### src/rtl/game_pkg.sv
`default_nettype none
// ============================================================================
//  Module      : game_pkg
//  Description : Shared types and constants for the game step counter.
//                mode_e  - step-mode encodings carried on ctrl
//                state_e - control FSM states (IDLE / RUN / OVER)
//  Revision    : 1.0 - initial release
// ============================================================================
package game_pkg;

  localparam int c_DEFAULT_WIDTH = 4;

  typedef enum logic [1:0] {
    MODE_UP1 = 2'b00,
    MODE_UP2 = 2'b01,
    MODE_DN1 = 2'b10,
    MODE_DN2 = 2'b11
  } mode_e;

  typedef enum logic [1:0] {
    ST_IDLE = 2'b00,
    ST_RUN  = 2'b01,
    ST_OVER = 2'b10
  } state_e;

endpackage : game_pkg
`default_nettype wire

### src/rtl/game_counter_if.sv
`default_nettype none
// ============================================================================
//  Module      : game_counter_if
//  Description : Control/result bundle between the game logic (master) and
//                the game_counter block (slave).
//  Signals     : ctrl     - step mode (master -> slave)
//                init     - load request (master -> slave)
//                init_val - load value (master -> slave)
//                gameover - freeze level from the flag counters (master -> slave)
//                count    - current counter value (slave -> master)
//                winner   - pulse, count stepped into all-ones (slave -> master)
//                loser    - pulse, count stepped into zero (slave -> master)
//  Revision    : 1.0 - initial release
// ============================================================================
interface game_counter_if #(
  parameter int WIDTH = game_pkg::c_DEFAULT_WIDTH
);
  logic [1:0]       ctrl;
  logic             init;
  logic [WIDTH-1:0] init_val;
  logic             gameover;
  logic [WIDTH-1:0] count;
  logic             winner;
  logic             loser;

  modport master (
    output ctrl, init, init_val, gameover,
    input  count, winner, loser
  );

  modport slave (
    input  ctrl, init, init_val, gameover,
    output count, winner, loser
  );
endinterface : game_counter_if
`default_nettype wire

### src/rtl/game_counter_step.sv
`default_nettype none
// ============================================================================
//  Module      : game_counter_step
//  Description : Combinational next-count calculation for one step in the
//                selected mode, modulo 2^WIDTH, plus all-ones / zero detect
//                on the resulting value.
//  Ports       : i_count    - current count
//                i_mode     - step mode
//                o_next     - stepped count
//                o_all_ones - o_next is all-ones
//                o_zero     - o_next is zero
//  Revision    : 1.0 - initial release
// ============================================================================
module game_counter_step
  import game_pkg::*;
#(
  parameter int WIDTH = c_DEFAULT_WIDTH
) (
  input  wire  [WIDTH-1:0] i_count,
  input  mode_e            i_mode,
  output logic [WIDTH-1:0] o_next,
  output logic             o_all_ones,
  output logic             o_zero
);

  localparam logic [WIDTH-1:0] c_ONE = WIDTH'(1);
  localparam logic [WIDTH-1:0] c_TWO = WIDTH'(2);

  // Sums are kept at WIDTH bits so carry/borrow falls off naturally.
  always_comb begin
    o_next = i_count;
    case (i_mode)
      MODE_UP1: o_next = i_count + c_ONE;
      MODE_UP2: o_next = i_count + c_TWO;
      MODE_DN1: o_next = i_count - c_ONE;
      MODE_DN2: o_next = i_count - c_TWO;
      default:  o_next = i_count;
    endcase
  end

  assign o_all_ones = &o_next;
  assign o_zero     = ~|o_next;

endmodule : game_counter_step
`default_nettype wire

### src/rtl/game_counter.sv
`default_nettype none
// ============================================================================
//  Module      : game_counter
//  Description : Multimode step counter producing winner/loser pulses for
//                the downstream flag counters. Freezes in OVER once the
//                flag stage reports gameover; only rst leaves OVER.
//  Ports       : clk - clock, rising edge
//                rst - synchronous active-high reset
//                bus - game_counter_if.slave (ctrl, init, init_val,
//                      gameover in; count, winner, loser out)
//  Macro       : GAME_COUNTER_CTRL_SYNC_EN - when defined, ctrl is
//                registered once (reset 00) before it selects the step mode.
//  Revision    : 1.0 - initial release
// ============================================================================
module game_counter
  import game_pkg::*;
#(
  parameter int WIDTH = c_DEFAULT_WIDTH
) (
  input  wire             clk,
  input  wire             rst,
  game_counter_if.slave   bus
);

  state_e           r_state;
  logic [WIDTH-1:0] r_count;
  logic             r_winner;
  logic             r_loser;

  mode_e            w_mode;
  logic [WIDTH-1:0] w_next;
  logic             w_all_ones;
  logic             w_zero;

`ifdef GAME_COUNTER_CTRL_SYNC_EN
  // Mode changes land one edge late; reset value selects up-by-1.
  logic [1:0] r_ctrl;

  always_ff @(posedge clk) begin
    if (rst) begin
      r_ctrl <= 2'b00;
    end else begin
      r_ctrl <= bus.ctrl;
    end
  end

  assign w_mode = mode_e'(r_ctrl);
`else
  assign w_mode = mode_e'(bus.ctrl);
`endif

  game_counter_step #(
    .WIDTH (WIDTH)
  ) u_step (
    .i_count    (r_count),
    .i_mode     (w_mode),
    .o_next     (w_next),
    .o_all_ones (w_all_ones),
    .o_zero     (w_zero)
  );

  // Priority inside every state: rst > gameover > init > step.
  // Pulses are only ever raised on a step, so loads of all-ones/zero
  // and the reset-to-zero never generate winner/loser.
  always_ff @(posedge clk) begin
    if (rst) begin
      r_state  <= ST_IDLE;
      r_count  <= '0;
      r_winner <= 1'b0;
      r_loser  <= 1'b0;
    end else begin
      r_winner <= 1'b0;
      r_loser  <= 1'b0;
      case (r_state)
        ST_IDLE: begin
          if (bus.gameover) begin
            r_state <= ST_OVER;
          end else if (bus.init) begin
            r_count <= bus.init_val;
            r_state <= ST_RUN;
          end
        end
        ST_RUN: begin
          if (bus.gameover) begin
            r_state <= ST_OVER;
          end else if (bus.init) begin
            r_count <= bus.init_val;
          end else begin
            r_count  <= w_next;
            r_winner <= w_all_ones;
            r_loser  <= w_zero;
          end
        end
        ST_OVER: begin
          r_state <= ST_OVER;
        end
        default: begin
          r_state <= ST_IDLE;
        end
      endcase
    end
  end

  assign bus.count  = r_count;
  assign bus.winner = r_winner;
  assign bus.loser  = r_loser;

endmodule : game_counter
`default_nettype wire

### src/flat_wrapper.sv
// flat-port wrapper written by rule: the top's interface ports become plain ports
module game_counter_flat import game_pkg::*;
#(
  parameter int WIDTH = c_DEFAULT_WIDTH
)
  (clk, rst, bus_ctrl, bus_init, bus_init_val, bus_gameover, bus_count, bus_winner, bus_loser);
  game_counter_if #(.WIDTH(WIDTH)) bus_i ();
  input  wire clk;
  input  wire rst;
  input wire logic [$bits(bus_i.ctrl)-1:0] bus_ctrl;
  input wire logic [$bits(bus_i.init)-1:0] bus_init;
  input wire logic [$bits(bus_i.init_val)-1:0] bus_init_val;
  input wire logic [$bits(bus_i.gameover)-1:0] bus_gameover;
  output wire logic [$bits(bus_i.count)-1:0] bus_count;
  output wire logic [$bits(bus_i.winner)-1:0] bus_winner;
  output wire logic [$bits(bus_i.loser)-1:0] bus_loser;
  assign bus_i.ctrl = bus_ctrl;
  assign bus_i.init = bus_init;
  assign bus_i.init_val = bus_init_val;
  assign bus_i.gameover = bus_gameover;
  assign bus_count = bus_i.count;
  assign bus_winner = bus_i.winner;
  assign bus_loser = bus_i.loser;
  game_counter #(.WIDTH(WIDTH)) u_core (.clk(clk), .rst(rst), .bus(bus_i));
endmodule
### config.mk
export PLATFORM = sky130hd
export DESIGN_NAME = game_counter_flat
export DESIGN_NICKNAME = d
export VERILOG_FILES = /design/src/rtl/game_pkg.sv /design/src/rtl/game_counter_if.sv /design/src/rtl/game_counter_step.sv /design/src/rtl/game_counter.sv /design/src/flat_wrapper.sv
export SDC_FILE = /design/constraint.sdc
export NUM_CORES = 1
export LEC_CHECK = 0
export CAP_MARGIN = 20
export CORE_MARGIN = 8
export CORE_UTILIZATION = 49
export DETAILED_ROUTE_END_ITERATION = 10
export PLACE_DENSITY = 0.82
export SLEW_MARGIN = 0
export SYNTH_ARGS = -nofsm -noshare
export SYNTH_HDL_FRONTEND = slang
export SYNTH_HIERARCHICAL = 1
export SYNTH_SLANG_ARGS = --single-unit
### constraint.sdc
create_clock -name clk -period 3 [get_ports clk]
set_clock_uncertainty 0.2 [all_clocks]
set_input_delay 0.45 -clock clk [delete_from_list [all_inputs] [get_ports clk]]
set_output_delay 0.45 -clock clk [all_outputs]
set_load 0.005 [all_outputs]
Word-level counts from Yosys, hierarchy flattened
Index checks and enable logic that the tools add are counted.

Word-level logic and storage cells: 38. Flip-flop bits (word level): 8. Input bits: 10.

Add/sub/neg operators: 4. Bitwise gates (word level): 1. Multiplexer cells: 10. Reduce and logical (&&, ||, !) cells: 9. Equal/unequal tests: 10.

Operators with widths (count): $mux W4 (4); $pmux W4 S4 (1); $ne A2 B2 Y1 const B (4); $pmux W4 S2 (1); $reduce_and A4 Y1 (2); $reduce_or A4 Y1 (2); $eq A2 B2 Y1 const B (3); $mux W2 (3); $pmux W2 S3 (1); $add A4 B1 Y4 const B (1); $add A4 B2 Y4 const B (1); $eq A2 B1 Y1 const B (2); $logic_not A2 Y1 (2); $sub A4 B1 Y4 const B (1); $sub A4 B2 Y4 const B (1); $ne A3 B3 Y1 const B (1); $reduce_and A2 Y1 (1); $reduce_bool A2 Y1 (1); $logic_not A1 Y1 (1); $not A1 Y1 (1).

Depth between registers and ports, before layout
Gate-level depths: netlist (run 1).

Depth in word-level cells: 5. Depth in mapped cells: 10. Mapped depth without buffers: 9.

Modules after synthesis
The synthesis (run 1) kept the hierarchy.

By module, submodules not included: game_counter (cells an instance 44, area each 471.7 um^2, instances 1); game_counter_step (cells an instance 38, area each 282.8 um^2, instances 1).

Worst setup path before layout (run 1)
OpenSTA, ideal clock, no wires.

Kind: in2reg. From: input port bus_ctrl[0]. To: register u_core.r_count[3], in the netlist u_core/bus.count[3]. Arrival: 1853 ps. Slack: 823 ps. Path buffers: 1. Stages on the path: 9. Required time: 2676 ps. Library setup time: 124 ps. Cell sequence: buf_4 nand2_1 fa_1 xnor2_2 a21oi_1 xnor2_1 mux2_4 mux2i_1 nor2_1.

Word-level cells in the longest chain between the ends: 5. Elaborated cells between the ends (all ways): 8. Classes of those cells: eq/ne: 3; mux: 4; reduce/logical: 1.

Ends and longest elaborated chain: start: declaration (RTL line flat_wrapper.sv:10) `input wire logic [$bits(bus_i.ctrl)-1:0] bus_ctrl;`; $eq A2 B2 Y1, or another cell as far along (RTL line game_counter_step.sv:32) `case (i_mode)`; $pmux W4 S4 (*) (RTL line game_counter_step.sv:32); named net u_core.w_next[3] (RTL line game_counter.sv:31) `logic [WIDTH-1:0] w_next;`; $mux W4 (*) (RTL line game_counter.sv:86) `end else if (bus.init) begin`; $mux W4 (*) (RTL line game_counter.sv:84) `if (bus.gameover) begin`; $pmux W4 S2 (*) (RTL line game_counter.sv:74) `case (r_state)`; end signal: assignment (RTL line game_counter.sv:79) `r_count <= bus.init_val;`; end signal: assignment (RTL line game_counter.sv:87) `r_count <= bus.init_val;`; end signal: assignment (RTL line game_counter.sv:89) `r_count <= w_next;`; end: declaration (RTL line game_counter.sv:26) `logic [WIDTH-1:0] r_count;`.

Mark *: on every way through the listed nets, which the timed path passes. The rest lies on a longest branch. The select of a mux whose other input is x is not followed. A chain may end at the register's enable or synchronous reset.

Worst setup path after layout (run 1)
From: input port bus_ctrl[1]. To: register u_core.r_winner, in the netlist u_core/bus.winner.

Word-level cells in the longest chain between the ends: 3. Elaborated cells between the ends (all ways): 6. Classes of those cells: eq/ne: 3; mux: 1; reduce/logical: 2.

Ends and longest elaborated chain: $eq A2 B2 Y1, or another cell as far along (RTL line game_counter_step.sv:32); $pmux W4 S4 (*) (RTL line game_counter_step.sv:32); named net u_core.w_next[2] (RTL line game_counter.sv:31); $reduce_and A4 Y1 (*) (RTL line game_counter_step.sv:41) `assign o_all_ones = &o_next;`; named net u_core.w_all_ones (RTL line game_counter.sv:32) `logic w_all_ones;`; end signal: assignment (RTL line game_counter.sv:90) `r_winner <= w_all_ones;`; end: declaration (RTL line game_counter.sv:27) `logic r_winner;`.

Mark *: on every way through the listed nets, which the timed path passes. The rest lies on a longest branch.

==> results.md, run 1 <==
Outcome:
- The flow ran to the end, and the final reports show no timing, DRC or antenna violations.

Route:
- The routed wire length is 1600 um.
- Once detail routing completed, the nets flagged for antenna violations numbered 0.
- After detailed routing, the average wire length per cell comes to 14.0 um.
- The number of design rule violations left after detail routing is 0.
- The via count normalized by instance count is 5.43.
- The first detailed-routing pass ran for 4 iterations.
- The routed layout has 619 vias.
- The detailed router's first-iteration violation count is 15.

Global route:
- The total overflow left after global routing is 0.
- The via count of the first global-routing pass came to 648.
- Entering global routing, the biggest net connects 10 pins.
- The global-route wire length before repair is 2720 um.
- In the global route stage, overall resource usage came out at 0.102.
- The number of antenna violations at the first check in global routing came to 0.

Yosys:
- The cell count after synthesis came out at 82.
- By area the synthesized netlist is led by dfxtp_1 21%, ha_1 8.3%, mux2_4 8.0%.
- The synthesized design contains 8 register bits.
- The netlist area before placement is 754 sq um.
- The mean cell area of the mapped netlist is 9.20 sq um.
- The part of the Yosys area used for sequential elements is 0.212.
- The cell type with the highest aggregate area in the netlist is dfxtp_1.
- The share of synthesized area in the top cell type comes to 0.212.
- The number of nets in the synthesized netlist is 98.
- The count of different cell masters after synthesis is 32.
- The count of yosys warnings during synthesis is 6.

Final layout:
- The count of inserted antenna diode cells is 0.
- In the final layout, the share of cells above drive strength 1 is 0.153.
- The net total in the final layout is 116.
- Relative to the synthesized area, the layout overhead comes to 23.1%.
- The count of filler cells inserted in the layout is 139.

STA:
- Setup violations remaining at the end of the flow were counted as 0.
- The final total negative setup slack is 0 ps.
- The worst setup margin is 326 ps.
- At the pin with the least slew margin, the transition time is 376 ps.
- In the finished design, the share of the clock period the worst path needs comes to 0.891.
- Setup repair after global routing left no endpoint under its margin.
- The worst path in the final design needs a cycle of 2670 ps, including I/O delays and setup.
- The count of final hold-check violations was 0.
- The maximum clock rate is 0.374 GHz.
- The worst max-slew margin expressed relative to the limit is 0.749.
- The max-slew violation count is 0.

Floorplan:
- The die covers 0.00305 sq mm.
- The die outline height is 55.2 um.
- The total number of placement rows is 14.
- The area of the core is 0.00147 sq mm.
- The overall die width is 55.2 um.
- For this design the top-level I/O count stands at 16.
- The initial cell density of the core is 0.513.

Power:
- The peak supply drop is 0.000333 V.
- In this run the power density over the cells is 427 mW/mm^2.
- The reported leakage power is 0.392 nW.

Clock network:
- The total number of H-tree levels is 1.
- The clock-pin slew reported for the worst setup and hold paths after clock tree synthesis is 50 ps.
- Hold repair after CTS inserted 0 buffers.
- After clock tree synthesis, the setup repair step added 0 buffers.
- The source-to-sink clock delay at the later pin of the worst-skew pair is 250 ps.
- The number of sinks driven by the clock tree is 8.
- The number of gates resized after CTS was 0.
- No sink is reached through more buffers than the 2 on the longest clock path.
- Buffers inserted during clock tree synthesis total 3.
- The root cell of the clock tree is clkbuf_4.
- TritonCTS built the clock tree.

Setup path:
- The data required time at the worst endpoint is 2930 ps.
- Data arrives at the worst endpoint at 2610 ps.
- The worst setup path is captured at a flip-flop.
- The length in cells of the worst reg-to-reg path is 8.
- The largest driver fanout on the critical path is 7.
- The setup path with the least slack is of type in -> reg.
- STA classifies the critical path startpoint as an input pin.

Min path:
- The worst hold path passes through 2 cells.
- The class of the worst hold path is reg -> reg.

Placed design:
- The placer congestion estimate is 0.848.
- After legalization and detailed placement, the total HPWL measured 1260 um.
- The count of input and output buffers is 15.
- The worst-case setup slack after placement is 66.6 ps.

Flow run:
- Across the run, the number of max-cap violations was 0.
[placed cells by master, fill, tap and decap left out, types with 5 or more instances in the layout]
cell type	synthesis	final
clkdlybuf4s50_1	0	15
nor2_1	10	10
dfxtp_1	8	8
inv_1	5	5
mux2i_1	5	5
nor2b_1	5	5
ha_1	5	5
[per-layer routing]
layer,vias up,wire length (um),GRT usage
li1,320,-,-
met1,282,786,0.120
met2,17,749,0.175
met3,0,60,0.0297
met4,0,0,0.0246
met5,-,0,0
[cells in the mapped netlist]
cell type   n
a21oi_1     4
a32oi_1     1
a32oi_4     1
buf_1       1
buf_4       1
buf_6       2
dfxtp_1     8
fa_1        1
ha_1        5
inv_1       5
mux2_4      4
mux2i_1     5
nand2_1     3
nand2b_1    2
nand4b_1    1
nor2_1     10
nor2b_1     5
nor3_1      4
nor3b_1     1
nor3b_2     1
nor4b_1     2
o211a_1     1
o21a_1      1
o21ai_0     2
o21ai_2     1
o21bai_1    1
o31a_2      1
o31ai_2     1
or3_1       1
or4b_1      1
xnor2_1     4
xnor2_2     1
[area by class of cell]
class	instances	area [sq um]	share of cell area
Timing Repair Buffer	17	165	0.178
Multi-Input combinational cell	65	542	0.584
Inverter	5	18.8	0.0202
Sequential cell	8	160	0.173
Clock buffer	3	22.5	0.0243
Tap cell	16	20.0	0.0216
[through the flow]
step	instances	hold WS, ps	utilization	area (sq um)	total power, W
6_report	114	327	0.631	928	0.000396
5_1_grt	114	392	0.631	928	0.000427
4_1_cts	114	338	0.631	928	0.000402
3_5_place_dp	111	325	0.616	906	0.000320
3_3_place_gp	111	309	0.616	906	0.000314
2_1_floorplan	82	287	-	754	0.000271
[power breakdown]
group | leakage (nW) | internal [W] | switching, W | total (W)
logic | 0.313 | 0.0000975 | 0.0000840 | 0.000181
clock network | 0.0138 | 0.0000455 | 0.0000331 | 0.0000787
registers | 0.0653 | 0.000118 | 0.0000184 | 0.000136
[registers in the layout (all words and copies together), names as in the netlist]
register and flops:
u_core/bus.count 4, u_core/bus.loser 1, u_core/bus.winner 1, u_core/r_state 2
[logic make-up after synthesis]
logic type / after synthesis / synth area share
buf+inv: 9 / 0.0697
compound gates: 14 / 0.163
fa+ha+maj: 6 / 0.109
simple gates: 31 / 0.232
mux: 9 / 0.146
flops: 8 / 0.212
xor+xnor: 5 / 0.0680
[worst max-delay path, cell delays in order]
cell and delay (ps):
clkdlybuf4s50_1 590, nor2b_1 190, xnor2_1 130, ha_1 190, nor2b_1 190, nor3_1 80, o31ai_2 320, o211a_1 210
nor4b_1 260
[path summary, 6_finish.rpt]
check,startpoint,to,slack [ps]
min reg2reg,u_core/r_state[1]$_SDFFE_PP0P_,u_core/r_state[1]$_SDFFE_PP0P_,330
max reg2reg,u_core/bus.count[1]$_SDFFE_PP0P_,u_core/bus.winner$_SDFF_PP0_,600
max,bus_ctrl[1],u_core/bus.winner$_SDFF_PP0_,330
min,u_core/r_state[1]$_SDFFE_PP0P_,u_core/r_state[1]$_SDFFE_PP0P_,330
Power figures use the tool's default switching activity.
==> run 2: changes to the inputs <==
--- a/config.mk
+++ b/config.mk
@@ -5,7 +5,6 @@
 export SDC_FILE = /design/constraint.sdc
 export NUM_CORES = 1
 export LEC_CHECK = 0
-export CAP_MARGIN = 20
 export CORE_MARGIN = 8
 export CORE_UTILIZATION = 49
 export DETAILED_ROUTE_END_ITERATION = 10
==> results of run 2 <==
The final DEF is identical to that of run 1; final timing and power are the same.
==> run 3: changes to the inputs <==
--- a/config.mk
+++ b/config.mk
@@ -9,6 +9,7 @@
 export CORE_UTILIZATION = 49
 export DETAILED_ROUTE_END_ITERATION = 10
 export PLACE_DENSITY = 0.82
+export REMOVE_ABC_BUFFERS = 1
 export SLEW_MARGIN = 0
 export SYNTH_ARGS = -nofsm -noshare
 export SYNTH_HDL_FRONTEND = slang
==> constraint.sdc (replaced) <==
create_clock -name clk -period 2.6 [get_ports clk]
set_clock_uncertainty 0.2 [all_clocks]
set_input_delay 0.39 -clock clk [delete_from_list [all_inputs] [get_ports clk]]
set_output_delay 0.39 -clock clk [all_outputs]
set_load 0.02 [all_outputs]
==> results.md, run 3 (synthesis results as in run 1) <==
Global route:
- Entering global routing, the biggest net connects 10 pins.
- The first global-routing pass estimated 2810 um of wire.
- The number of antenna violations at the first check in global routing came to 0.
- Across every metal layer, demand over resource in global routing totals 0.107.
- The global route total overflow is 0.
- The via count of the first global-routing pass is 633.

Setup path:
- The number of buffers and inverters on the critical path is 1.
- The largest single stage delay on the critical path is 530 ps.
- The signal on the critical path passes through clkdlybuf4s50_1, nor2b_1, xnor2_1, ha_1, nor2b_1, o21a_1, o31ai_4, o211a_1, nor4b_2.
- Grouping stages by cell kind, the critical path spends the most delay in compound AO/OA/AOI/OAI gates.
- At the worst endpoint, the required time is 2560 ps.
- The cell repeated most along the worst path is nor2b_1.
- The category of the worst setup path capture point is a flip-flop.
- In this run the worst path has a maximum fanout of 4.
- STA classifies the critical path startpoint as an input pin.
- The slowest stage of the critical path belongs to the cell clkdlybuf4s50_1.
- The critical path is of the in -> reg type.
- For the worst setup path, the data arrival time is 2380 ps.

Clock network:
- The CTS buffer count is 3.
- The later pin in the worst-skew pair is clocked with a latency of 250 ps.
- The number of sinks driven by the clock tree is 8.
- The longest clock path from root to sink contains 2 buffers.
- Gates resized during post-CTS repair numbered 0.
- The number of buffers added to fix hold violations after cts is 0.
- In this run the number of H-tree levels came out at 1.
- The root cell of the clock tree is clkbuf_4.
- The clock tree from TritonCTS is yes.
- Once the clock tree was built, the setup fixing pass inserted 0 buffers.
- The clock-pin slew reported for the worst setup and hold paths after clock tree synthesis is 50 ps.

Floorplan:
- The initial cell density of the core is 0.513.
- The total number of placement rows is 14.
- The top-level I/O count is 16.
- The overall die width is 55.2 um.
- In this run the vertical extent of the chip is 55.2 um.
- The area of the core is 0.00147 sq mm.
- The die covers 0.00305 sq mm.

Final layout:
- The count of inserted antenna diode cells is 0.
- From synthesis to final layout, the design area changed by 29.0%.
- At the end of the flow, the number of nets in the layout was 120.
- The most common cell after layout, fill and taps aside is clkdlybuf4s50_1.
- The top cell types in the final layout, fill and taps aside, are 15 x clkdlybuf4s50_1, 10 x nor2_1, 8 x dfxtp_1.
- The finished layout holds 118 standard cells, fillers aside.
- The register with the most flip-flops in the layout has 4 of them.
- The share of cells above drive strength 1 is 0.196.
- Counting the fill cells in the layout gives 131.
- Measured on the finished design, the core utilization comes to 0.662.
- The finished cells cover 973 sq um.

STA:
- The worst pin sits at a relative slew slack of 0.735.
- Static timing analysis puts the maximum clock frequency at 0.414 GHz.
- The clock period minus worst slack is 2410 ps.
- The count of final hold-check violations is 0.
- The worst hold-check slack is 336 ps.
- For the pin with the worst max-slew slack, the measured transition is 397 ps.
- In the finished design, the share of the clock period the worst path needs comes to 0.928.
- The setup-violating endpoint count in the final report is 0.
- Setup repair after global routing left no endpoint under its margin.
- The max-slew violation count is 0.

Route:
- The first routing iteration left 32 violations.
- Using the TritonRoute via totals, the vias-per-cell ratio works out to 5.47.
- The number of detailed-routing iterations run before antenna repair is 4.
- After detailed routing, the total wire length is 1710 um.
- The routed layout has 646 vias.
- The number of nets with antenna violations after detailed routing is 0.
- The final routed wire length divided by cell count is 14.5 um.
- The number of design rule violations left after detail routing is 0.

Placed design:
- The HPWL after detailed placement is 1310 um.
- The placer congestion estimate is 0.899.
- The count of buffers added on input and output ports is 15.
- Including well taps, the total number of placed cells is 115.
- The area of placed instances is 936 sq um.

Min path:
- The worst hold path belongs to the class reg -> reg.

Outcome:
- The run finished with clean final reports.

Power:
- The total power is 0.000483 W.
- The reported leakage power is 0.414 nW.
- The worst-case IR drop observed on VDD is 0.000290 V.
- The power density over cell area is 496 mW/mm^2.

Flow run:
- Max-cap violations in this run came to 0.
[run 3: changes by cell type in the layout (fill, tap and decap cells not counted), sizes merged]
cell and change:
buf +4
[run 3: area by class of cell]
type,instances,area (sq um),area share
flip-flops and latches,8,160,0.165
repair buffers,21,195,0.201
clock buffers,3,22.5,0.0231
well taps,16,20.0,0.0206
multi-input cells,65,557,0.572
inverters,5,18.8,0.0193
[run 3: final timing paths]
kind	startpoint	to	slack, ps	cells after the start
worst min-delay path	u_core/r_state[1]$_SDFFE_PP0P_	u_core/r_state[1]$_SDFFE_PP0P_	340	2
worst max register to register	u_core/bus.count[1]$_SDFFE_PP0P_	u_core/bus.winner$_SDFF_PP0_	540	7
worst min register to register	u_core/r_state[1]$_SDFFE_PP0P_	u_core/r_state[1]$_SDFFE_PP0P_	340	2
worst max-delay path	bus_ctrl[1]	u_core/bus.winner$_SDFF_PP0_	190	9
[run 3: report_power, final]
group / switching (W) / leakage (nW) / internal (W)
Sequential: 0.0000144 / 0.0653 / 0.000136
Combinational: 0.000117 / 0.335 / 0.000121
Clock: 0.0000428 / 0.0138 / 0.0000529
Total: 0.000174 / 0.414 / 0.000309
[run 3: tightest hold or removal path, delay by kind of cell (launching register included)]
family,cells,cell delay (ps)
DFF,1,340
muxes,1,70
and+or+nand+nor,1,80
[run 3: per-layer routing]
metal | GRT usage | share of wire
met1 | 0.125 | 0.40
met2 | 0.175 | 0.52
met3 | 0.0320 | 0.070
met4 | 0.0493 | 0.0035
met5 | 0 | 0
[run 3: per-stage QoR]
step | setup WS, ps | TNS, ps
CTS | 80.1 | 0
global placement | -92.7 | -92.7
floorplan | 311 | 0
detailed placement | -150 | -197
global route | 42.1 | 0
finish | 186 | 0
